$ cat config.mk
export PLATFORM = sky130hd
export DESIGN_NAME = pipe_stage_reg
export DESIGN_NICKNAME = d
export VERILOG_FILES = /design/src/rtl/pipe_pkg.sv /design/src/rtl/pipe_skid_buf.sv /design/src/rtl/pipe_stage_reg.sv
export SDC_FILE = /design/constraint.sdc
export NUM_CORES = 1
export LEC_CHECK = 0
export CAP_MARGIN = 20
export CORE_MARGIN = 3
export CORE_UTILIZATION = 40
export DETAILED_ROUTE_END_ITERATION = 8
export GPL_ROUTABILITY_DRIVEN = 0
export PLACE_DENSITY = 0.8
export SLEW_MARGIN = 0
export SYNTH_ARGS = -nofsm -noshare
export SYNTH_HDL_FRONTEND = slang
export SYNTH_SLANG_ARGS = --single-unit
$ cat constraint.sdc
create_clock -name clk -period 4.3 [get_ports clk]
set_clock_uncertainty 0.05 [all_clocks]
set_input_delay 0.86 -clock clk [delete_from_list [all_inputs] [get_ports clk]]
set_output_delay 0.86 -clock clk [all_outputs]
set_load 0.01 [all_outputs]
$ cat src/rtl/pipe_pkg.sv
// Shared widths and control-bundle layout for the elastic pipeline stage registers.
package pipe_pkg;

  localparam int PIPE_DATA_W = 128;
  localparam int PIPE_CTRL_W = 16;
  localparam int PIPE_CNT_W  = 16;

  // Bit positions inside the control bundle
  localparam int CTRL_WREG_BIT   = 0;
  localparam int CTRL_M2REG_BIT  = 1;
  localparam int CTRL_WMEM_BIT   = 2;
  localparam int CTRL_ALUIMM_BIT = 3;
  localparam int CTRL_SHIFT_BIT  = 4;
  localparam int CTRL_JAL_BIT    = 5;
  localparam int CTRL_ALUC_LSB   = 6;
  localparam int CTRL_ALUC_MSB   = 9;

  localparam logic [PIPE_CTRL_W-1:0] PIPE_NOP_CTRL = '0;

  // True when a control word can change architectural state.
  function automatic logic ctrl_has_side_effect(input logic [PIPE_CTRL_W-1:0] c);
    return c[CTRL_WREG_BIT] | c[CTRL_WMEM_BIT];
  endfunction

endpackage

$ cat src/rtl/pipe_skid_buf.sv
// Second (overflow) entry of the elastic stage register; used only when
// PIPE_STAGE_SKID_EN is defined.
module pipe_skid_buf #(
  parameter int DATA_W = 128,
  parameter int CTRL_W = 16
) (
  input  logic              clk,
  input  logic              clrn,
  input  logic              flush,
  input  logic              push,
  input  logic              pop,
  input  logic [DATA_W-1:0] push_data,
  input  logic [CTRL_W-1:0] push_ctrl,
  output logic              valid,
  output logic [DATA_W-1:0] data,
  output logic [CTRL_W-1:0] ctrl
);

  logic              valid_q, valid_d;
  logic [DATA_W-1:0] data_q, data_d;
  logic [CTRL_W-1:0] ctrl_q, ctrl_d;

  always_comb begin
    valid_d = valid_q;
    data_d  = data_q;
    ctrl_d  = ctrl_q;
    if (flush) begin
      valid_d = 1'b0;
    end else if (push) begin
      valid_d = 1'b1;
      data_d  = push_data;
      ctrl_d  = push_ctrl;
    end else if (pop) begin
      valid_d = 1'b0;
    end
  end

  always_ff @(posedge clk or negedge clrn) begin
    if (!clrn) begin
      valid_q <= 1'b0;
      data_q  <= '0;
      ctrl_q  <= '0;
    end else begin
      valid_q <= valid_d;
      data_q  <= data_d;
      ctrl_q  <= ctrl_d;
    end
  end

  assign valid = valid_q;
  assign data  = data_q;
  assign ctrl  = ctrl_q;

endmodule

$ cat src/rtl/pipe_stage_reg.sv
// Elastic valid/ready pipeline register with flush and a saturating bubble counter.
// Define PIPE_STAGE_SKID_EN for a two-entry build with a registered in_ready.
module pipe_stage_reg
  import pipe_pkg::*;
#(
  parameter int DATA_W = PIPE_DATA_W,
  parameter int CTRL_W = PIPE_CTRL_W,
  parameter int CNT_W  = PIPE_CNT_W
) (
  input  logic              clk,
  input  logic              clrn,
  input  logic              in_valid,
  output logic              in_ready,
  input  logic [DATA_W-1:0] in_data,
  input  logic [CTRL_W-1:0] in_ctrl,
  input  logic              flush,
  output logic              out_valid,
  input  logic              out_ready,
  output logic [DATA_W-1:0] out_data,
  output logic [CTRL_W-1:0] out_ctrl,
  output logic [CNT_W-1:0]  bubble_cnt,
  input  logic              cnt_clr
);

  // Handshake: a transfer happens on a rising edge where valid and ready are
  // both high; the producer holds its bundle until then.
  logic              out_valid_q, out_valid_d;
  logic [DATA_W-1:0] out_data_q, out_data_d;
  logic [CTRL_W-1:0] out_ctrl_q, out_ctrl_d;
  logic [CNT_W-1:0]  bubble_cnt_q, bubble_cnt_d;
  logic              in_xfer, out_xfer;

  assign in_xfer  = in_valid & in_ready;
  assign out_xfer = out_valid_q & out_ready;

`ifdef PIPE_STAGE_SKID_EN
  logic              skid_valid;
  logic [DATA_W-1:0] skid_data;
  logic [CTRL_W-1:0] skid_ctrl;
  logic              skid_push, skid_pop;

  // Ready depends only on a flop, so out_ready never reaches upstream.
  assign in_ready  = !skid_valid;
  assign skid_push = in_xfer & out_valid_q & !out_ready & !flush;
  assign skid_pop  = out_xfer & skid_valid & !flush;

  pipe_skid_buf #(
    .DATA_W (DATA_W),
    .CTRL_W (CTRL_W)
  ) u_skid (
    .clk       (clk),
    .clrn      (clrn),
    .flush     (flush),
    .push      (skid_push),
    .pop       (skid_pop),
    .push_data (in_data),
    .push_ctrl (in_ctrl),
    .valid     (skid_valid),
    .data      (skid_data),
    .ctrl      (skid_ctrl)
  );

  always_comb begin
    out_valid_d = out_valid_q;
    out_data_d  = out_data_q;
    out_ctrl_d  = out_ctrl_q;
    if (flush) begin
      out_valid_d = 1'b0;
      out_ctrl_d  = '0;
    end else if (skid_pop) begin
      out_valid_d = 1'b1;
      out_data_d  = skid_data;
      out_ctrl_d  = skid_ctrl;
    end else if (in_xfer && (!out_valid_q || out_ready)) begin
      out_valid_d = 1'b1;
      out_data_d  = in_data;
      out_ctrl_d  = in_ctrl;
    end else if (out_xfer) begin
      out_valid_d = 1'b0;
      out_ctrl_d  = '0;
    end
  end
`else
  assign in_ready = !out_valid_q | out_ready;

  always_comb begin
    out_valid_d = out_valid_q;
    out_data_d  = out_data_q;
    out_ctrl_d  = out_ctrl_q;
    if (flush) begin
      out_valid_d = 1'b0;
      out_ctrl_d  = '0;
    end else if (in_xfer) begin
      out_valid_d = 1'b1;
      out_data_d  = in_data;
      out_ctrl_d  = in_ctrl;
    end else if (out_xfer) begin
      out_valid_d = 1'b0;
      out_ctrl_d  = '0;
    end
  end
`endif

  // Clear wins over increment; the count sticks at all-ones.
  always_comb begin
    bubble_cnt_d = bubble_cnt_q;
    if (cnt_clr) begin
      bubble_cnt_d = '0;
    end else if (!out_valid_q && (bubble_cnt_q != {CNT_W{1'b1}})) begin
      bubble_cnt_d = bubble_cnt_q + 1'b1;
    end
  end

  always_ff @(posedge clk or negedge clrn) begin
    if (!clrn) begin
      out_valid_q  <= 1'b0;
      out_data_q   <= '0;
      out_ctrl_q   <= '0;
      bubble_cnt_q <= '0;
    end else begin
      out_valid_q  <= out_valid_d;
      out_data_q   <= out_data_d;
      out_ctrl_q   <= out_ctrl_d;
      bubble_cnt_q <= bubble_cnt_d;
    end
  end

  assign out_valid  = out_valid_q;
  assign out_data   = out_data_q;
  assign out_ctrl   = out_ctrl_q;
  assign bubble_cnt = bubble_cnt_q;

endmodule

==> results.yml <==
status:
  outcome: "finished, final reports clean"
pwr:
  p_leak_uw: 0.00413
  powerDensity_nw_per_um2: 420
  peakVddDrop_mv: 0.233
critical_path:
  cp_data_arrival_time_ns: 2.10
  r2r_cells: 4
  regToRegSetupSlack_ns: 2.00
  rr_endpoint: "out_data[24]"
  cp-start-kind: "input pin"
  crit_type: "input pin to primary output"
  cp.required_ns: 3.39
  cp_slowest_cell: "clkdlybuf4s50_1"
  crit_path_end_kind: "primary output"
  crit_chain: "clkdlybuf4s50_1 > and2b_1 > inv_1 > clkdlybuf4s50_1"
  path_delay_family: "buffers and inverters"
  path_max_fanout: 4
  worst_path_most_repeated_cell: "clkdlybuf4s50_1"
  cp_num_buf_inv: 3
  slowest_delay_ns: 0.53
  r2r-start: "out_valid"
clocking:
  h-tree-depth: 4
  clk_latency_ns: 0.41
  max-clock-path-buffers: 2
  cts.sinks: 161
  tritoncts: "built"
  cts-root-buf: "clkbuf_16"
  post-cts-setup-buffers: 0
  hold_buffers: 0
  ctsResizeCount: 0
  clk_pin_slew_ns: 0.06
  cts_buffers: 17
synthesis:
  syn_nets: 562
  yosysSeqAreaShare_pct: 64.3
  ys_warn_count: 0
  yosysUniqueCellTypes: 35
  syn-instance-count: 411
  syn_area_sq_um: 6270
  synth_ff_type: "dfrtp_1"
  synth_seq_cells: 161
  ys_async_sr_fraction_pct: 100
  avgSynthCellArea_sq_um: 15.3
  synth-edff-count: 0
die:
  fp.dieH_um: 131
  fp.coreArea_sq_um: 15300
  rows: 45
  die-area_sq_um: 17200
  initial_core_util_pct: 41.1
  die_w_um: 131
  io-pin-count: 312
global_route:
  grt_pass1_vias: 5199
  grt_first_pass_wirelength_mm: 28.2
  grt_usage_pct: 20.5
  overflow: 0
  grt_max_degree: 145
  antenna_found_initial: 0
timing:
  grt_setup_unrepaired: "no"
  tightest_slew_ns: 0.864
  final_max_slew_viol_count: 0
  min_period_over_period_pct: 70.1
  finalSetupViolCount: 0
  fin_hold_ws_ns: 0.450
  fmax_ghz: 0.332
  fin_tns_setup_ns: 0
  hold_violations: 0
  period_needed_ns: 3.01
  relSlewSlack_pct: 42.4
cells_and_area:
  fin_nets: 875
  diodes: 0
  final_area_sq_um: 10100
  drive_above_1_share_pct: 22.8
  final_util_pct: 66.3
  syn_to_final_growth_pct: 61.4
drt:
  wl_per_cell_um: 18.4
  dr.pass1.iters: 4
  drt_iter0_drc: 286
  vias: 4659
  drc_errors: 0
  routed_wl_mm: 17.5
  via_per_inst: 4.91
  antenna_left: 0
placement:
  port_buffers: 311
  dpl_cell_area_sq_um: 9590
  detailed_place_hpwl_mm: 12.8
min_path:
  worstHoldPathType: "input pin to async pin"
run:
  maxCapViolations: 0
[routing by layer]
metal	track usage [%]	part of all wire, %	up-vias
li1	-	-	2112
met1	21.9	36	2327
met2	37.0	54	181
met3	6.89	7.1	39
met4	8.40	2.8	0
met5	0	0	-
[how the worst max path moves through the flow]
stage,start,endpoint,cells after the start
after floorplan,out_ready,out_data[100],6
after detailed placement,out_ready,in_ready,4
after global routing,out_ready,in_ready,4
after CTS,out_ready,in_ready,4
final,out_ready,in_ready,4
after global placement,out_ready,in_ready,4
[Yosys cell counts, types with 2 or more instances]
master,n,area (sq um)
inv_1,3,11.3
nor2_1,10,37.5
or3_1,4,25.0
a21oi_1,9,45.0
and4_1,3,26.3
a22o_1,16,140
nor3_1,6,30.0
nor3b_1,3,22.5
nor2b_1,4,25.0
nand3_1,4,20.0
clkbuf_1,2,7.51
o31ai_1,5,37.5
or4_1,4,30.0
nand2_1,7,26.3
a31oi_1,4,25.0
buf_2,11,55.1
mux2_2,130,1460
nand4_2,2,25.0
buf_4,6,45.0
dfrtp_1,161,4030
o21ai_0,3,15.0
[report_power, final]
| group | total (uW) | internal, uW | switching, uW |
|---|---|---|---|
| Clock | 1380 | 790 | 587 |
| Combinational | 1020 | 662 | 363 |
| Sequential | 1850 | 1730 | 118 |
| Total | 4250 | 3190 | 1070 |
[through the flow]
step	std cells	setup slack, ns	power [uW]
floorplan	411	2.09	2220
global placement	916	1.28	2880
detailed placement	916	1.28	2910
CTS	948	1.28	4310
global route	948	1.26	4440
finish	948	1.29	4250
[logic make-up after synthesis]
kind of cell               after synthesis  share of synthesized area (%)
and+or+nand+nor                         55                           5.47
AOI/OAI and AO/OA                       41                           4.75
DFF                                    161                           64.3
adders and majority gates                1                          0.200
buffers and inverters                   23                           1.96
muxes                                  130                           23.4
[registers in the layout (all words and copies together), names as in the netlist]
| register | count |
|---|---|
| out_data | 128 |
| bubble_cnt | 16 |
| out_ctrl | 16 |
| out_valid | 1 |
[cell usage in the layout, fill, tap and decap left out, types with 2 or more instances in the layout]
| master | n |
|---|---|
| and4_1 | 3 |
| nor2_1 | 10 |
| clkinvlp_4 | 3 |
| a31oi_1 | 4 |
| clkbuf_16 | 17 |
| nor3_1 | 6 |
| nand4_2 | 2 |
| nand2_1 | 7 |
| nor2b_1 | 4 |
| buf_12 | 2 |
| nand3_1 | 4 |
| nor3b_1 | 2 |
| o31ai_1 | 5 |
| mux2_2 | 130 |
| clkbuf_1 | 4 |
| a22o_1 | 16 |
| dfrtp_1 | 161 |
| clkinv_2 | 6 |
| or3_1 | 4 |
| inv_1 | 3 |
| a21oi_1 | 9 |
| or4_1 | 4 |
| clkdlybuf4s50_1 | 310 |
| o21ai_0 | 3 |
[area by class of cell]
type	instances	area [sq um]
fillers	1130	5140
inverters	3	11.3
flip-flops and latches	161	4030
clock inverters	11	91.3
clock buffers	21	440
multi-input cells	227	2120
well taps	211	264
repair buffers	314	3160
[worst register-to-register path, stage by stage (launching register included)]
cell and delay [ns]:
dfrtp_1 0.48, and2b_1 0.26, nor3b_2 0.24, buf_12 0.48, mux2_2 0.67
No activity file was read; power rests on OpenSTA's default activity.
==> edit, RTL diff (config.mk and constraints unchanged) <==
`PIPE_CTRL_W`: 16 -> 14.
--- a/src/rtl/pipe_pkg.sv
+++ b/src/rtl/pipe_pkg.sv
@@ -4,3 +4,3 @@
   localparam int PIPE_DATA_W = 128;
-  localparam int PIPE_CTRL_W = 16;
+  localparam int PIPE_CTRL_W = 14;
   localparam int PIPE_CNT_W  = 16;
Interface: changed (resized in_ctrl and out_ctrl); port bits go from 312 to 308. No check against the original RTL was run, so the function may have changed too.
==> edit against the original RTL <==
  * Power grew 1.9%
  * Synthesized area decreased by 1.4%
  * Final area shrank 0.57%
  * Register-to-register slack got worse by 0.09 ns
  * Worst setup slack got worse by 0.038 ns
  * Sequential cell count fell by 2
  * Die area fell by 1.4%
  * Routed wire length rose by 0.93%
==> edit: results (changes against the original RTL) <==
result of the run -> complete, no violations
portion of the post-synthesis area used by sequential elements -> 64.4% (+0.13 points)
met2 routed wirelength -> 9.63 mm (+2.4%)
non-filler cells, final -> 919 (-3.1%)
met3 routed WL -> 1.59 mm (+28%)
static power due to leakage -> 4.09 nW (-1.0%)
normalized max-slew margin -> 37.4% (-5.0 points)
ratio of cells with drive above 1 in the final layout -> 23.7% (+0.88 points)
R2R Path End -> out_data[115]$_DFFE_PN0P_
Post-synth top cells -> dfrtp_1, mux2_2, a22o_1, a21oi_1, buf_2
peak supply drop -> 0.280 mV (+20%)
cell internal pwr -> 0.00327 W (+2.8%)
global-route track usage on met1 -> 22.9% (+0.96 points)
class of the tightest hold or removal check -> flop to flop
Bufs on Longest Clock Path -> 2 (unchanged)
post-place instance area -> 0.00948 sq mm (-1.2%)
number of DRC markers after the initial detailed-route iteration -> 361 (+26%)
global-route wire length before repair -> 27.1 mm (-3.8%)
metal1 wirelength -> 6.09 mm (-4.2%)
Net Count, Synth -> 559 (-0.53%)
via count of the first global-routing pass -> 5057 (-2.7%)
pin count of the biggest net entering global routing -> 104 (-28%)
GRT Util Overall -> 21.0% (+0.49 points)
final wirelength -> 17.6 mm (+0.93%)
WP data arrival -> 2.14 ns (+0.04 ns)
highest cell delay on the worst timing path -> 0.48 ns (-0.05 ns)
pre-CTS setup slack -> 1.25 ns (-0.0362 ns)
Post-Place Cells -> 887 (-3.2%)
final HPWL from detailed placement -> 13.3 mm (+4.0%)
DR vias/cell -> 5.14 (+4.6%)
IO buf count -> 307 (-1.3%)
hold_ws -> 0.451 ns (+0.000106 ns)
met3 track demand over resource in global routing -> 8.19% (+1.3 points)
-- edit: power by group through the flow --
| stage | clock, W | combinational (W) | sequential, W |
|---|---|---|---|
| finish | 0.00147 | 0.00103 | 0.00183 |
| global route | 0.00158 | 0.00109 | 0.00186 |
| CTS | 0.00151 | 0.00104 | 0.00184 |
| detailed placement | 0 | 0.00104 | 0.00186 |
| global placement | 0 | 0.00102 | 0.00184 |
| floorplan | 0 | 0.000243 | 0.00195 |
-- edit: kinds of logic after synthesis --
group                    after synthesis  synth area share (%)
adder cells (fa/ha/maj)                1                 0.202
AND/OR/NAND/NOR                       57                  5.59
AO/OA/AOI/OAI                         40                  4.60
flip-flops                           159                  64.4
buffers and inverters                 24                  1.70
multiplexers                         129                  23.5
-- edit: cell type report --
cell class,count,area [sq um]
Tap cell,184,230
Clock buffer,23,478
Multi-Input combinational cell,227,2100
Sequential cell,159,3980
Timing Repair Buffer,315,3160
Fill cell,1062,4750
Inverter,2,7.51
Clock inverter,9,108
